### config.mk
export PLATFORM = sky130hd
export DESIGN_NAME = santim_prog
export DESIGN_NICKNAME = d
export VERILOG_FILES = /design/src/rtl/santim_prog.sv
export SDC_FILE = /design/constraint.sdc
export NUM_CORES = 1
export LEC_CHECK = 0
export ABC_AREA = 1
export CORE_MARGIN = 2
export CORE_UTILIZATION = 40
export CTS_CLUSTER_DIAMETER = 80
export DETAILED_ROUTE_END_ITERATION = 12
export GPL_ROUTABILITY_DRIVEN = 0
export GPL_TIMING_DRIVEN = 1
export PLACE_DENSITY = 0.53
export SLEW_MARGIN = 30
export SYNTH_ARGS = -nofsm -noshare
export SYNTH_HDL_FRONTEND = slang
export SYNTH_SLANG_ARGS = --single-unit
export TNS_END_PERCENT = 1
### constraint.sdc
create_clock -name clock_i -period 3.1 [get_ports clock_i]
set_clock_uncertainty 0.1 [all_clocks]
set_input_delay 0.465 -clock clock_i [delete_from_list [all_inputs] [get_ports clock_i]]
set_output_delay 0.465 -clock clock_i [all_outputs]
set_load 0.05 [all_outputs]
### src/rtl/santim_prog.sv
// Programmable sanity timer: counts host inactivity against a selectable timeout and
// emits a fixed-length BDCOK-negate pulse on expiry or on an explicit force request.
module santim_prog #(
    parameter int unsigned TICK_DIV     = 625000,
    parameter int unsigned PULSE_CYCLES = 10
) (
    input  logic       clock_i,
    input  logic       reset_i,
    input  logic       enable_i,
    input  logic [2:0] sel_i,
    input  logic       kick_i,
    input  logic       force_i,
    output logic       out_o,
    output logic       expired_o,
    output logic       active_o
);

    localparam int unsigned PresW  = $clog2(TICK_DIV);
    localparam int unsigned PulseW = $clog2(PULSE_CYCLES + 1);
    localparam logic [PresW-1:0]  PresMax  = PresW'(TICK_DIV - 1);
    localparam logic [PulseW-1:0] PulseMax = PulseW'(PULSE_CYCLES - 1);

    typedef enum logic [1:0] {StIdle, StArmed, StFire} state_e;

    state_e              state_q, state_d;
    logic [PresW-1:0]    pres_q, pres_d;
    logic [13:0]         tick_q, tick_d;
    logic [13:0]         limit_q, limit_d;
    logic [PulseW-1:0]   pulse_q, pulse_d;
    logic                out_q, out_d;
    logic                expired_q, expired_d;
    logic                active_q, active_d;
    logic [13:0]         n_sel;
    logic                wrap;

    always_comb begin
        unique case (sel_i)
            3'd0:    n_sel = 14'd1;
            3'd1:    n_sel = 14'd4;
            3'd2:    n_sel = 14'd16;
            3'd3:    n_sel = 14'd64;
            3'd4:    n_sel = 14'd240;
            3'd5:    n_sel = 14'd960;
            3'd6:    n_sel = 14'd3840;
            default: n_sel = 14'd15360;
        endcase
    end

    assign wrap = (pres_q == PresMax);

    always_comb begin
        state_d   = state_q;
        pres_d    = pres_q;
        tick_d    = tick_q;
        limit_d   = limit_q;
        pulse_d   = pulse_q;
        expired_d = 1'b0;
        case (state_q)
            StIdle: begin
                if (force_i) begin
                    state_d = StFire;
                    pulse_d = '0;
                end else if (enable_i) begin
                    state_d = StArmed;
                    pres_d  = '0;
                    tick_d  = '0;
                    limit_d = n_sel;
                end
            end
            StArmed: begin
                // Priority: force > disable > kick > expiry.
                if (force_i) begin
                    state_d = StFire;
                    pulse_d = '0;
                    pres_d  = '0;
                    tick_d  = '0;
                end else if (!enable_i) begin
                    state_d = StIdle;
                    pres_d  = '0;
                    tick_d  = '0;
                end else if (kick_i) begin
                    pres_d  = '0;
                    tick_d  = '0;
                    limit_d = n_sel;
                end else if (wrap) begin
                    pres_d = '0;
                    if (tick_q == limit_q - 14'd1) begin
                        state_d   = StFire;
                        pulse_d   = '0;
                        tick_d    = '0;
                        expired_d = 1'b1;
                    end else begin
                        tick_d = tick_q + 14'd1;
                    end
                end else begin
                    pres_d = pres_q + PresW'(1);
                end
            end
            StFire: begin
                // The pulse always runs to completion; only enable_i at its end matters.
                if (pulse_q == PulseMax) begin
                    pulse_d = '0;
                    if (enable_i) begin
                        state_d = StArmed;
                        pres_d  = '0;
                        tick_d  = '0;
                        limit_d = n_sel;
                    end else begin
                        state_d = StIdle;
                    end
                end else begin
                    pulse_d = pulse_q + PulseW'(1);
                end
            end
            default: state_d = StIdle;
        endcase
        out_d    = (state_d == StFire);
        active_d = (state_d == StArmed);
    end

    always_ff @(posedge clock_i or posedge reset_i) begin
        if (reset_i) begin
            state_q   <= StIdle;
            pres_q    <= '0;
            tick_q    <= '0;
            limit_q   <= '0;
            pulse_q   <= '0;
            out_q     <= 1'b0;
            expired_q <= 1'b0;
            active_q  <= 1'b0;
        end else begin
            state_q   <= state_d;
            pres_q    <= pres_d;
            tick_q    <= tick_d;
            limit_q   <= limit_d;
            pulse_q   <= pulse_d;
            out_q     <= out_d;
            expired_q <= expired_d;
            active_q  <= active_d;
        end
    end

    assign out_o     = out_q;
    assign expired_o = expired_q;
    assign active_o  = active_q;

endmodule

==> After elaboration in Yosys (flattened, before gate mapping) <==
Index checks and enable logic that the tools add are counted.
{ "word_totals": {"reg_bits": 57, "in_bits": 8, "out_inout_bits": 3, "word_cells": 92} }
{ "op_classes": {"add_sub_neg": 4, "eq_ne": 24, "n_mux": 49, "n_reduce_logical": 7} }
{ "ops": {"columns": ["op", "n"], "rows": [
  ["$mux W14", 14],
  ["$mux W20", 7],
  ["$pmux W14 S7", 1],
  ["$pmux W14 S3", 2],
  ["$pmux W20 S3", 1],
  ["$mux W4", 7],
  ["$add A20 B1 Y20 const B", 1],
  ["$eq A20 B20 Y1 const B", 1],
  ["$mux W2", 8],
  ["$add A14 B1 Y14 const B", 1],
  ["$eq A14 B14 Y1", 1],
  ["$sub A14 B1 Y14 const B", 1],
  ["$ne A2 B2 Y1 const B", 6],
  ["$ne A3 B3 Y1 const B", 4],
  ["$pmux W4 S3", 1],
  ["$reduce_and A6 Y1", 2],
  ["$eq A3 B3 Y1 const B", 3],
  ["$mux W1", 7],
  ["$eq A3 B2 Y1 const B", 2],
  ["$pmux W2 S3", 1],
  ["$ne A5 B5 Y1 const B", 1],
  ["$add A4 B1 Y4 const B", 1],
  ["$eq A2 B1 Y1 const B", 2],
  ["$eq A2 B2 Y1 const B", 2],
  ["other kinds (7)", 7]
]} }

==> Logic depth before layout (Yosys ltp) <==
Gate-level depths: netlist (run 1).
{ "logic_depth": {"ltp_word": 9, "mapped_depth": 16, "mapped_depth_nobuf": 16} }

==> Worst setup path before layout (run 1) <==
Ideal clock, no wire load.
{ "synth_path": {"kind": "flip-flop to flip-flop", "startpoint": "register limit_q[0]", "endpoint": "register pulse_q[0]", "setup_time_ns": 0.128, "arrival_time_ns": 1.727, "t_required_ns": 2.872, "setup_slack_ns": 1.145, "stages_incl_launch_ff": 14, "path_buffers": 0, "period_less_slack_ns": 1.955, "path_cell_list": "dfrtp_1 inv_1 ha_1 nand2_1 nor2_2 nand2_1 nor2_1 o21ai_0 nor3_2 nand3_2 nand2_1 nand2_2 nand2_1 o21ai_0"} }
{ "synth_between": {"elab_chain_cells": 4} }
{ "synth_rtl": {"columns": ["item", "line_no", "source"], "rows": [
  ["from (decl)", "28", "logic [13:0] limit_q, limit_d;"],
  ["from (signal assigned)", "135", "limit_q <= limit_d;"],
  ["$sub A14 B1 Y14", "87", "if (tick_q == limit_q - 14'd1) begin"],
  ["$eq A14 B14 Y1", "87", null],
  ["$ne A3 B3 Y1 (no line)", null, null],
  ["$reduce_and A6 Y1 (no line)", null, null],
  ["to (signal assigned)", "136", "pulse_q <= pulse_d;"],
  ["to (decl)", "29", "logic [PulseW-1:0] pulse_q, pulse_d;"]
]} }
No other way between the ends.
A chain may end at the register's enable or synchronous reset.

==> Final worst setup path (run 1) <==
{ "layout_path": {"startpoint": "register limit_q[0]", "endpoint": "register pulse_q[1]"} }
Same word-level chain as after synthesis.

==> metrics.yaml, run 1 <==
yosys-top-cells-area: "dfrtp_1 38%, nand2_1 13%, inv_1 5.7%, nor2_1 5.1%, nand3_1 5.0%"
ys_seq_area_share_pct: 38.11
switching_power_mw: 1.101
total_power_mw: 2.411
synth_fp_nets: 470
async_reset_ff_share_pct: 100.0
start_util_pct: 41.35
setup_viol: 0
nets: 487
drv_cap: 0
final_layout_size_suffix_gt1_share_pct: 11.37
fin_crit_sh_pct: 79.07
synth_most_common_cell: "nand2_1"
cpMostUsedCell: "nand2_1"
viasPerCell: 5.091
worstMarginPinSlew_ps: 494.7
first_iter_violations: 127
grt-busiest-layer: "met2"
grtUsageMet1_pct: 24.96
core_um2: 8258
cts.repair.resized: 0
end_kind: "register"
arrival_ps: 2560
path_cells: "inv_1 > ha_1 > inv_1 > nand2_1 > nand2_1 > nor2_1 > nand2_1 > nor2_1 > nand2_1 > nor3_2 > nand3_2 > nand2_1 > nand2_2 > nand2_1 > o21ai_0"
die_x_um: 96.39
grt_antenna_before_repair: 0
first_global_vias: 2815
cp.required_ps: 3210
relSlewSlack_pct: 66.92
ys.warnings.count: 0
outcome: "finished clean"
io_pins: 11
period_needed_ps: 2451
peakVddDrop_uv: 271.1
internal_power_mw: 1.310
met2_usage_pct: 30.79
cp_top_family: "simple AND/OR/NAND/NOR gates"
clock.fmax_mhz: 408.0
combPwrFrac_pct: 47.6
grt_overflow: 0
areaGrowthSynthToFinish_pct: 8.904
hold_viol: 0
grt_pass1_wl_um: 13460
row_count: 33
p_clk_share_pct: 17.0
netlist_instances: 457
power_density_nw_per_um2: 648.5
io_buffers: 10
cts_tree: "yes"
p_leak_nw: 1.678
vias: 2953
path_buf_inv: 2
rsz0062_at_grt: "false"
setup_tns_ps: 0
h-tree-depth: 2
syn_avg_cell_area_um2: 7.472
routed_wirelength_um: 7726
syn_area_um2: 3415
switching_share_pct: 45.66
yosysTopAreaCell: "dfrtp_1"
dieArea_um2: 9291
hold_buffers: 0
synth_edf_count: 0
synthTopCellsByCount: "118 x nand2_1, 52 x dfrtp_1, 52 x inv_1"
place_area_um2: 3630
dr.pass1.iters: 5
dp_hpwl_um: 6069
critPathLaunchType: "register"
cts_root_buffer: "clkbuf_8"
grt_max_degree: 22
crit_fanout: 7
post_cts_buffers: 0
antenna_cells: 0
cts_sinks: 52
crit_slowest_cell: "dfrtp_1"
synth_seq_cells: 52
synth_top_cell_area_share_pct: 38.11
yosys_most_used_dff: "dfrtp_1"
numCtsBuffers: 5
dieHeight_um: 96.39
cp_slowest_stage_delay_ps: 430
grt_use_total_pct: 18.56
cts_max_path_buffers: 2
r2r_cells: 15
clk_pin_slew_ps: 100
path_depth: 15
routedWlPerCell_um: 13.32
final_antenna_net_count: 0
min_path_type: "primary input to async pin"
fillers: 862
seq_power_share_pct: 35.4
path_class: "register to register"
synth_cell_type_count: 42
insertion_delay_ps: 310
drv_slew: 0
final_area_um2: 3719
grt_use_met3_pct: 2.715
post-route-drc-count: 0
[state kept, by name (all words and copies together) (netlist names)]
| register | count |
|---|---|
| state_q | 2 |
| out_o | 1 |
| pres_q | 20 |
| active_o | 1 |
| limit_q | 9 |
| pulse_q | 4 |
| expired_o | 1 |
| tick_q | 14 |
[kinds of logic (layout without fill, tap and decap cells)]
group | Yosys count | in the layout | synth area share, %
AO/OA/AOI/OAI | 52 | 52 | 8.868
XOR/XNOR | 19 | 19 | 4.874
multiplexers | 1 | 1 | 0.2932
flip-flops | 52 | 52 | 38.11
buffers and inverters | 66 | 84 | 8.575
adder cells (fa/ha/maj) | 5 | 5 | 1.832
AND/OR/NAND/NOR | 262 | 262 | 37.45
[worst register-to-register path, delay by kind of cell, from the launching register on]
family	cells	cell delay, ps
flip-flops	1	430
buffers and inverters	2	220
AO/OA/AOI/OAI	1	70
AND/OR/NAND/NOR	11	1220
adder cells (fa/ha/maj)	1	320
[final timing paths]
| check | to | start | slack (ps) |
|---|---|---|---|
| worst max-delay path | pulse_q[1]$_DFFE_PP0P_ | limit_q[0]$_DFFE_PP0P_ | 650 |
| worst min-delay path | pres_q[4]$_DFFE_PP0P_ | reset_i | 310 |
| worst max register to register | pulse_q[1]$_DFFE_PP0P_ | limit_q[0]$_DFFE_PP0P_ | 650 |
| worst min register to register | pres_q[12]$_DFFE_PP0P_ | pres_q[12]$_DFFE_PP0P_ | 420 |
| max in group asynchronous | tick_q[13]$_DFFE_PP0P_ | reset_i | 2010 |
| min in group clock_i | pres_q[12]$_DFFE_PP0P_ | pres_q[12]$_DFFE_PP0P_ | 420 |
[power groups by stage]
stage / Sequential (mW) / Combinational, mW / Clock, mW
after global routing: 0.868 / 1.31 / 0.452
final: 0.853 / 1.15 / 0.410
after global placement: 0.869 / 1.14 / 0
after floorplan: 0.877 / 0.902 / 0
after CTS: 0.854 / 1.15 / 0.423
after detailed placement: 0.868 / 1.14 / 0
[layout by cell type, fill, tap and decap left out, types with 2 or more instances in the layout]
master,instances
nor3_1,16
nand2_1,118
nor3_2,5
clkdlybuf4s50_1,10
nor2_4,2
a21oi_1,22
o21a_1,2
xnor2_1,2
o22ai_1,2
nor3b_1,2
o21ai_1,4
o31ai_1,2
nand3_2,5
nand3_1,34
nand2_2,5
inv_1,51
a21oi_2,2
o21ai_0,12
ha_1,5
nor2_1,46
clkbuf_8,5
o32ai_1,3
dfrtp_1,52
buf_4,7
nor2_2,5
nand3b_1,3
nand4_1,9
nor4_1,5
xor2_1,17
inv_2,7
[area by class of cell]
type	instances	area, um^2	area share, %
timing repair buffer	17	152.6	4.105
sequential	52	1301	34.99
multi-input combinational	339	1821	48.96
clock buffer	6	72.57	1.952
tap	105	131.4	3.533
inverter	59	224.0	6.023
clock inverter	2	16.27	0.4374
[per-layer routing]
| layer | share of wire [%] | vias to the layer above |
|---|---|---|
| li1 | - | 1523 |
| met1 | 46 | 1371 |
| met2 | 49 | 50 |
| met3 | 2.9 | 9 |
| met4 | 1.5 | 0 |
| met5 | 0 | - |
[metrics by stage]
stage	std cells	setup WS [ps]	utilization [%]	hold WS (ps)
after floorplan	457	1145	-	375.8
after global placement	572	631.7	43.95	402.0
after detailed placement	572	585.2	43.95	405.5
after CTS	580	615.3	45.03	305.9
after global routing	580	335.6	45.03	337.0
final	580	648.9	45.03	307.1
No activity file was read; power rests on OpenSTA's default activity.
==> inputs of run 2 (changes only) <==
PLACE_DENSITY = 0.55   (was 0.53)
clock period = 2.2 ns   (was 3.1 ns; I/O delays follow)
==> run 2 against run 1 <==
Effect of this change:
- critical path depth is the same
- fmax grew 16%
- non-clock buffer count grew 14
- sequential share of layout area shrank 1.9 points
- sequential cell count is the same
- worst setup slack lost 560 ps
- power grew 59%
- critical endpoint unchanged
==> metrics.yaml, run 2 (synthesis results as in run 1) <==
dieHeight_um: 96.39  # unchanged
relSlewSlack_pct: 64.71  # -2.2 points
arrival_ps: 2210  # -350 ps
antenna_cells: 0  # unchanged
peakVddDrop_uv: 366.3  # +35%
grt_pass1_wl_um: 13430  # -0.16%
seq_power_share_pct: 31.6  # -3.8 points
worstMarginPinSlew_ps: 524.6  # +29.86 ps
cts_max_path_buffers: 2  # unchanged
cp.required_ps: 2300  # -910 ps
combPwrFrac_pct: 48.2  # +0.6 points
cts_sinks: 52  # unchanged
dr.pass1.iters: 4  # -1
period_needed_ps: 2113  # -337.6 ps
mostFrequentLayoutCells: "113 x nand2_1, 52 x dfrtp_1, 46 x inv_1"
viasPerCell: 5.073  # -0.37%
rsz0062_at_grt: "true"
cpMostUsedCell: "nand2_1"
grt_antenna_before_repair: 0  # unchanged
topRoutingLayerUsed: "met4"
io_pins: 11  # unchanged
path_class: "register to register"
multiInputGateArea_um2: 1877  # +3.1%
cts_root_buffer: "clkbuf_8"
dieArea_um2: 9291  # unchanged
start_util_pct: 41.35  # unchanged
place_area_um2: 3717  # +2.4%
die_x_um: 96.39  # unchanged
vias: 3008  # +1.9%
internal_power_mw: 2.211  # +69%
drv_slew: 0  # unchanged
top_register: "pres_q"
drv_cap: 0  # unchanged
path_depth: 15  # unchanged
io_buffers: 10  # unchanged
fillers: 861  # -0.12%
largest_register_ffs: 20  # unchanged
outcome: "finished clean"
fin_crit_sh_pct: 96.07  # +17 points
final_area_um2: 3933  # +5.8%
path_buf_inv: 2  # unchanged
routedWlPerCell_um: 13.25  # -0.50%
r2r_cells: 15  # unchanged
critPathLaunchType: "register"
grt_overflow: 0  # unchanged
end_kind: "register"
numCtsBuffers: 5  # unchanged
hold_viol: 0  # unchanged
min_path_type: "primary input to async pin"
routed_wirelength_um: 7860  # +1.7%
setup_viol: 0  # unchanged
cts_tree: "yes"
final_antenna_net_count: 0  # unchanged
areaGrowthSynthToFinish_pct: 15.17
core_um2: 8258  # unchanged
seqCellArea_um2: 1301  # unchanged
p_leak_nw: 1.775  # +5.8%
top_regs: "pres_q (20), tick_q (14), limit_q (9)"
cp_slowest_stage_delay_ps: 380  # -50 ps
grt_use_total_pct: 18.29  # -0.27 points
dr_wl_met2_um: 3671  # -3.6%
grt_max_degree: 53  # +140%
first_iter_violations: 183  # +44%
met1_length_um: 3968  # +11%
wl_met3_um: 168  # -26%
clk_pin_slew_ps: 100  # about the same
fin_util_pct: 47.62  # +2.6 points
cp_top_family: "simple AND/OR/NAND/NOR gates"
insertion_delay_ps: 310  # about the same
final_layout_size_suffix_gt1_share_pct: 17.83  # +6.5 points
h-tree-depth: 2  # unchanged
clock.fmax_mhz: 473.2  # +16%
nets: 501  # +2.9%
crit_fanout: 4  # -3
post-route-drc-count: 0  # unchanged
switching_share_pct: 42.18  # -3.5 points
p_clk_share_pct: 20.2  # +3.2 points
power_density_nw_per_um2: 972.3  # +50%
crit_slowest_cell: "dfrtp_1"
dp_hpwl_um: 5946  # -2.0%
final_common_cell: "nand2_1"
row_count: 33  # unchanged
first_global_vias: 2886  # +2.5%
switching_power_mw: 1.613  # +46%
path_cells: "inv_2 > ha_4 > inv_2 > nand2_1 > nand2_1 > nor2_1 > nand2_1 > nor2_2 > nand2_1 > nor3_2 > nand3_2 > nand2_2 > nand2_4 > nand2_1 > o21ai_1"
-- run 2: cell types whose count changed in the layout (fill, tap and decap cells not counted), sizes merged --
cell	previous run	this run
bufinv	0	2
buf	7	21
clkbuf	6	5
clkinvlp	1	0
clkinv	1	0
-- run 2: metal layers --
layer	GRT usage, %	vias to the layer above
met5	0	-
met1	26.13	1412
met4	3.991	0
met3	2.638	4
li1	-	1557
met2	29.51	35
-- run 2: worst register-to-register path, cell delays in order, from the launching register on --
cell     delay [ps]
dfrtp_1         380
inv_2            70
ha_4            260
inv_2            20
nand2_1          40
nand2_1          50
nor2_1           70
nand2_1          70
nor2_2          140
nand2_1          80
nor3_2          210
nand3_2         160
nand2_2         140
nand2_4          80
nand2_1          70
o21ai_1          60
-- run 2: worst paths after layout --
kind,startpoint,to,slack [ps]
min in group clock_i,pres_q[11]$_DFFE_PP0P_,pres_q[11]$_DFFE_PP0P_,420
max reg2reg,limit_q[2]$_DFFE_PP0P_,pulse_q[1]$_DFFE_PP0P_,90
max in group asynchronous,reset_i,pres_q[15]$_DFFE_PP0P_,1470
min,reset_i,pres_q[0]$_DFFE_PP0P_,270
min reg2reg,pres_q[11]$_DFFE_PP0P_,pres_q[11]$_DFFE_PP0P_,420
max,limit_q[2]$_DFFE_PP0P_,pulse_q[1]$_DFFE_PP0P_,90
-- run 2: final cells by class --
type | count | area share [%]
clock buffers | 5 | 1.750
clock inverters | 2 | 1.527
inverters | 59 | 5.695
multi-input cells | 339 | 47.73
flip-flops and latches | 52 | 33.09
well taps | 105 | 3.341
repair buffers | 31 | 6.872
-- run 2: timing repair --
item	CTS	global route
pin swaps	0	11
setup buffers	0	4
hold buffers	0	0
endpoints found under the setup margin	14	23
hold endpoints to repair	0	0
gates cloned	0	0
resized for setup	2	22
-- run 2: metrics by stage --
step                power, mW  hold WS, ps  worst slack [ps]  cells  TNS (ps)
floorplan               2.507        331.7             244.7    457         0
global placement        2.947        402.9            -53.69    582    -190.5
detailed placement      2.952        404.3            -60.56    582    -167.0
CTS                     3.745        290.0            0.8813    589         0
global route            4.145        312.2            -49.45    593    -300.7
finish                  3.824        273.6             86.51    593         0
-- run 2: power groups by stage --
stage | clock, mW | sequential, mW | combinational [mW]
CTS | 0.794 | 1.20 | 1.75
finish | 0.773 | 1.21 | 1.84
floorplan | 0 | 1.24 | 1.27
detailed placement | 0 | 1.22 | 1.73
global route | 0.820 | 1.23 | 2.10
global placement | 0 | 1.22 | 1.73
==> RTL change 1, RTL diff (settings of run 2) <==
Encoding of `state_e`: now one-hot (3 bits for 3 states).
--- a/src/rtl/santim_prog.sv
+++ b/src/rtl/santim_prog.sv
@@ -22,3 +22,3 @@
 
-    typedef enum logic [1:0] {StIdle, StArmed, StFire} state_e;
+    typedef enum logic [2:0] {StIdle = 3'b001, StArmed = 3'b010, StFire = 3'b100} state_e;
 
Check against the original RTL: no difference found for any inputs over 10 cycles, from zero or initial values and one cycle with reset_i high; not proved beyond that.
==> RTL change 1 against run 2 <==
Synthesized area increased by 0.29%. Count of clock-buffer cells in the layout rose by 2. Critical endpoint is now tick_q[5]. Via count rose by 4.8%. Wire length rose by 2.1%. Cell count grew 5.1%. Design area grew 2.0%. Sequential cell count increased by 1. Synthesized cell count is 4.6% higher. Critical path type unchanged. Setup slack is essentially flat. Total power is 2.9% higher. Clock power fell by 24%.
==> RTL change 1: results (changes against run 2) <==
[final_layout]
nets = 530  ; +5.8%
top_regs = pres_q x20, tick_q x14, limit_q x9
drive_above_1_share_pct = 15.4  ; -2.4 points
diodes = 0  ; unchanged

[detailed_routing]
drt_iter0_markers = 150  ; -18%
num_vias = 3152  ; +4.8%
met2_length_um = 3450  ; -6.0%
first_pass_iters = 4  ; unchanged
met1_length_um = 4180  ; +5.3%
top_layer = met4
wl_met3_um = 321  ; +91%
wl_per_cell_um = 12.9  ; -2.8%

[clock_tree]
worstSkewPairLatency_ns = 0.31  ; about the same
cts_buffer_depth = 2  ; unchanged
path_clk_slew_ns = 0.10  ; about the same
htree_levels = 2  ; unchanged
cts_root_buffer = clkbuf_8

[critical_path]
critical_path.top_delay_family = simple AND/OR/NAND/NOR gates
startpoint = limit_q[2]
critPathSlowestCell = dfrtp_1
rr_worst_depth = 14  ; -1
max_stage_delay_ns = 0.40  ; +0.02 ns
setup.worst_path.end = tick_q[5]
r2r_slack_ns = 0.09  ; about the same
crit_fanout = 10  ; +6

[global_route]
grt_pass1_wl_um = 13700  ; +2.2%
grt_pass1_vias = 2909  ; +0.80%
grt_overflow = 0  ; unchanged
antenna_found_initial = 0  ; unchanged
grt_max_degree = 44  ; -17%
grtUsageTotal_pct = 19.0  ; +0.67 points

[synth]
ys_warn_count = 0  ; unchanged
ys_seq_area_share_pct = 38.8  ; +0.66 points
ys_types = 41  ; -2.4%
async_flop_share_pct = 100  ; unchanged
synth_area_leaders = dfrtp_1, nand2_1, inv_1
synth_fp_nets = 491  ; +4.5%
ys.flop_type = dfrtp_1
synthTopCellsByCount = nand2_1, inv_1, nor2_1

[power_and_ir_drop]
leakage_nw = 1.90  ; +7.3%
p_sw_w = 0.00171  ; +6.3%
ir_worst_vdd_uv = 299  ; -18%

[place]
port_buffers = 10  ; unchanged
placed_cell_area_mm2 = 0.00384  ; +3.4%
dp_hpwl_um = 6180  ; +4.0%

[worst_hold_path]
hp-class = in -> async

[timing]
slew_headroom_pct = 67.2  ; +2.5 points

[status]
outcome = finished clean

## RTL change 1: power groups by stage
stage                     Combinational [W]  Clock (W)  Sequential [W]
after floorplan                     0.00133          0         0.00127
after global placement              0.00197          0         0.00125
after detailed placement            0.00198          0         0.00125
after CTS                           0.00199   0.000614         0.00123
after global routing                0.00237   0.000657         0.00126
final                               0.00211   0.000589         0.00124
## RTL change 1: cell type report
cell class | instances | area (µm²)
multi-input combinational | 346 | 1840
fill | 831 | 4250
clock buffer | 7 | 86.3
timing repair buffer | 36 | 337
clock inverter | 1 | 7.51
inverter | 75 | 285
tap | 105 | 131
sequential | 53 | 1330
## RTL change 1: timing repair
| item | 4_1_cts | 5_1_grt |
|---|---|---|
| gates resized for setup | 0 | 19 |
| endpoints found under the setup margin | 0 | 32 |
| buffers inserted | 0 | 2 |
| hold buffers | 0 | 0 |
## RTL change 1: per-layer routing
metal | global-route usage, % | vias to the layer above
li1 | - | 1623
met1 | 28.1 | 1462
met2 | 28.5 | 61
met3 | 3.10 | 6
met4 | 5.28 | 0
met5 | 0 | -
## RTL change 1: metrics by stage
step | setup TNS, ns | hold slack [ns] | instances | utilization, % | worst slack, ns
floorplan | 0 | 0.304 | 478 | - | 0.139
global placement | -0.0745 | 0.397 | 613 | 46.6 | -0.0628
detailed placement | -0.0400 | 0.402 | 613 | 46.6 | -0.0256
CTS | 0 | 0.149 | 621 | 47.7 | 0.0632
global route | -1.20 | 0.171 | 623 | 48.6 | -0.0833
finish | 0 | 0.150 | 623 | 48.6 | 0.0862
## RTL change 1: cell families after synthesis
group,Yosys count,synth area share (%)
compound gates,58,10.4
xor+xnor,16,4.09
fa+ha+maj,5,1.83
buf+inv,79,9.06
flops,53,38.8
simple gates,267,35.9
==> RTL change 2, RTL diff (flow settings as in run 2) <==
Made on the original files. `TICK_DIV`: 625000 -> 2500000.
--- a/src/rtl/santim_prog.sv
+++ b/src/rtl/santim_prog.sv
@@ -3,3 +3,3 @@
 module santim_prog #(
-    parameter int unsigned TICK_DIV     = 625000,
+    parameter int unsigned TICK_DIV     = 2500000,
     parameter int unsigned PULSE_CYCLES = 10
Function: same outputs for any inputs over 10 cycles, from zero or initial values and one cycle with reset_i high; that may be too few to reach the edited logic, so the function may still have changed.
==> RTL change 2 against run 2 <==
Maximum frequency grew 2.5%. Critical path depth did not move. Sequential cell count up 2. Synthesized area decreased by 1.1%. Count of clock-buffer cells in the layout is 1 higher. Via count decreased by 5.4%. Wire length down 4.7%. Design area up 0.38%. Cell count decreased by 1.9%. Global-route usage decreased by 0.84 points. Total power decreased by 4.6%. First-iteration DRC count decreased by 32%. Sequential power grew 4%. Setup slack gained 0.051 ns. Largest cell class unchanged.
==> RTL change 2: results (changes against run 2) <==
[status]
outcome = finished clean

[synth]
synth_fp_nets = 453  ; -3.6%
avgSynthCellArea_um2 = 7.68  ; +2.8%
ys_seq_area_share_pct = 40.0  ; +1.9 points
synthTopCellsByCount = nand2_1, nor2_1, dfrtp_1
synth_area_leaders = dfrtp_1, nand2_1, nor2_1
ys_types = 43  ; +2.4%

[critical_path]
cp.arrival_ns = 2.16  ; -0.05 ns
r2r_slack_ns = 0.14  ; +0.05 ns
r2r-start = limit_q[0]
crit_fanout = 5  ; +1
cp-start-kind = flip-flop

[detailed_routing]
met2_length_um = 3610  ; -1.7%
wl_um = 7490  ; -4.7%
wl_met3_um = 177  ; +5.4%
drt_iter0_markers = 125  ; -32%
met1_length_um = 3640  ; -8.4%

[global_route]
grtUsageTotal_pct = 17.4  ; -0.84 points
grt_pass1_wl_um = 12600  ; -6.1%
grt_max_degree = 55  ; +3.8%
grt_pass1_vias = 2781  ; -3.6%
grtUsageMet2_pct = 30.1  ; +0.61 points
met3_usage_pct = 3.37  ; +0.73 points
use_met1_pct = 22.7  ; -3.4 points
top_usage_layer = met2

[place]
dp_hpwl_um = 5540  ; -6.8%
placed_cells = 566  ; -2.7%
dp_slack_ns = -0.107  ; -0.0467 ns
placed_cell_area_mm2 = 0.00370  ; -0.50%

[power_and_ir_drop]
leakage_nw = 1.80  ; +1.5%
total_power_w = 0.00365  ; -4.6%
internal-power_w = 0.00208  ; -5.7%
comb-power_w = 0.00178  ; -3%
pwr-share-clk_pct = 16.6  ; -3.6 points
ir_worst_vdd_uv = 430  ; +18%

[timing]
min_period_over_period_pct = 93.7  ; -2.3 points
holdWs_ns = 0.261  ; -0.0129 ns
slew_headroom_pct = 67.0  ; +2.3 points

[final_layout]
num-fill-cells = 795  ; -7.7%
drive_above_1_share_pct = 18.4  ; +0.62 points
top_regs = pres_q x22, tick_q x14, limit_q x9
register_area_mm2 = 0.00135  ; +3.8%
final_cells = 582  ; -1.9%

[RTL change 2: layout make-up]
class	instances	share of cell area (%)
clock buffers	6	2.09
clock inverters	2	0.444
multi-input cells	321	46.1
well taps	105	3.33
flip-flops and latches	54	34.2
inverters	59	5.99
repair buffers	34	7.73
repair inverters	1	0.127
[RTL change 2: what timing repair did]
action,in CTS,in global routing
resized for setup,0,23
endpoints found under the hold margin,0,0
hold buffers,0,0
setup endpoints to repair,0,30
buffers inserted,0,7
[RTL change 2: final timing paths]
kind | end
worst max-delay path | tick_q[2]
worst min-delay path | pres_q[3]
worst max register to register | tick_q[2]
worst min register to register | pulse_q[1]
max in group asynchronous | tick_q[3]
min in group clock_i | pulse_q[1]
[RTL change 2: cell families after synthesis]
group	count (synthesis)	share of synthesized area, %
buffers and inverters	65	8.52
XOR/XNOR	22	5.70
AO/OA/AOI/OAI	47	8.19
adder cells (fa/ha/maj)	5	1.85
AND/OR/NAND/NOR	247	35.7
flip-flops	54	40.0
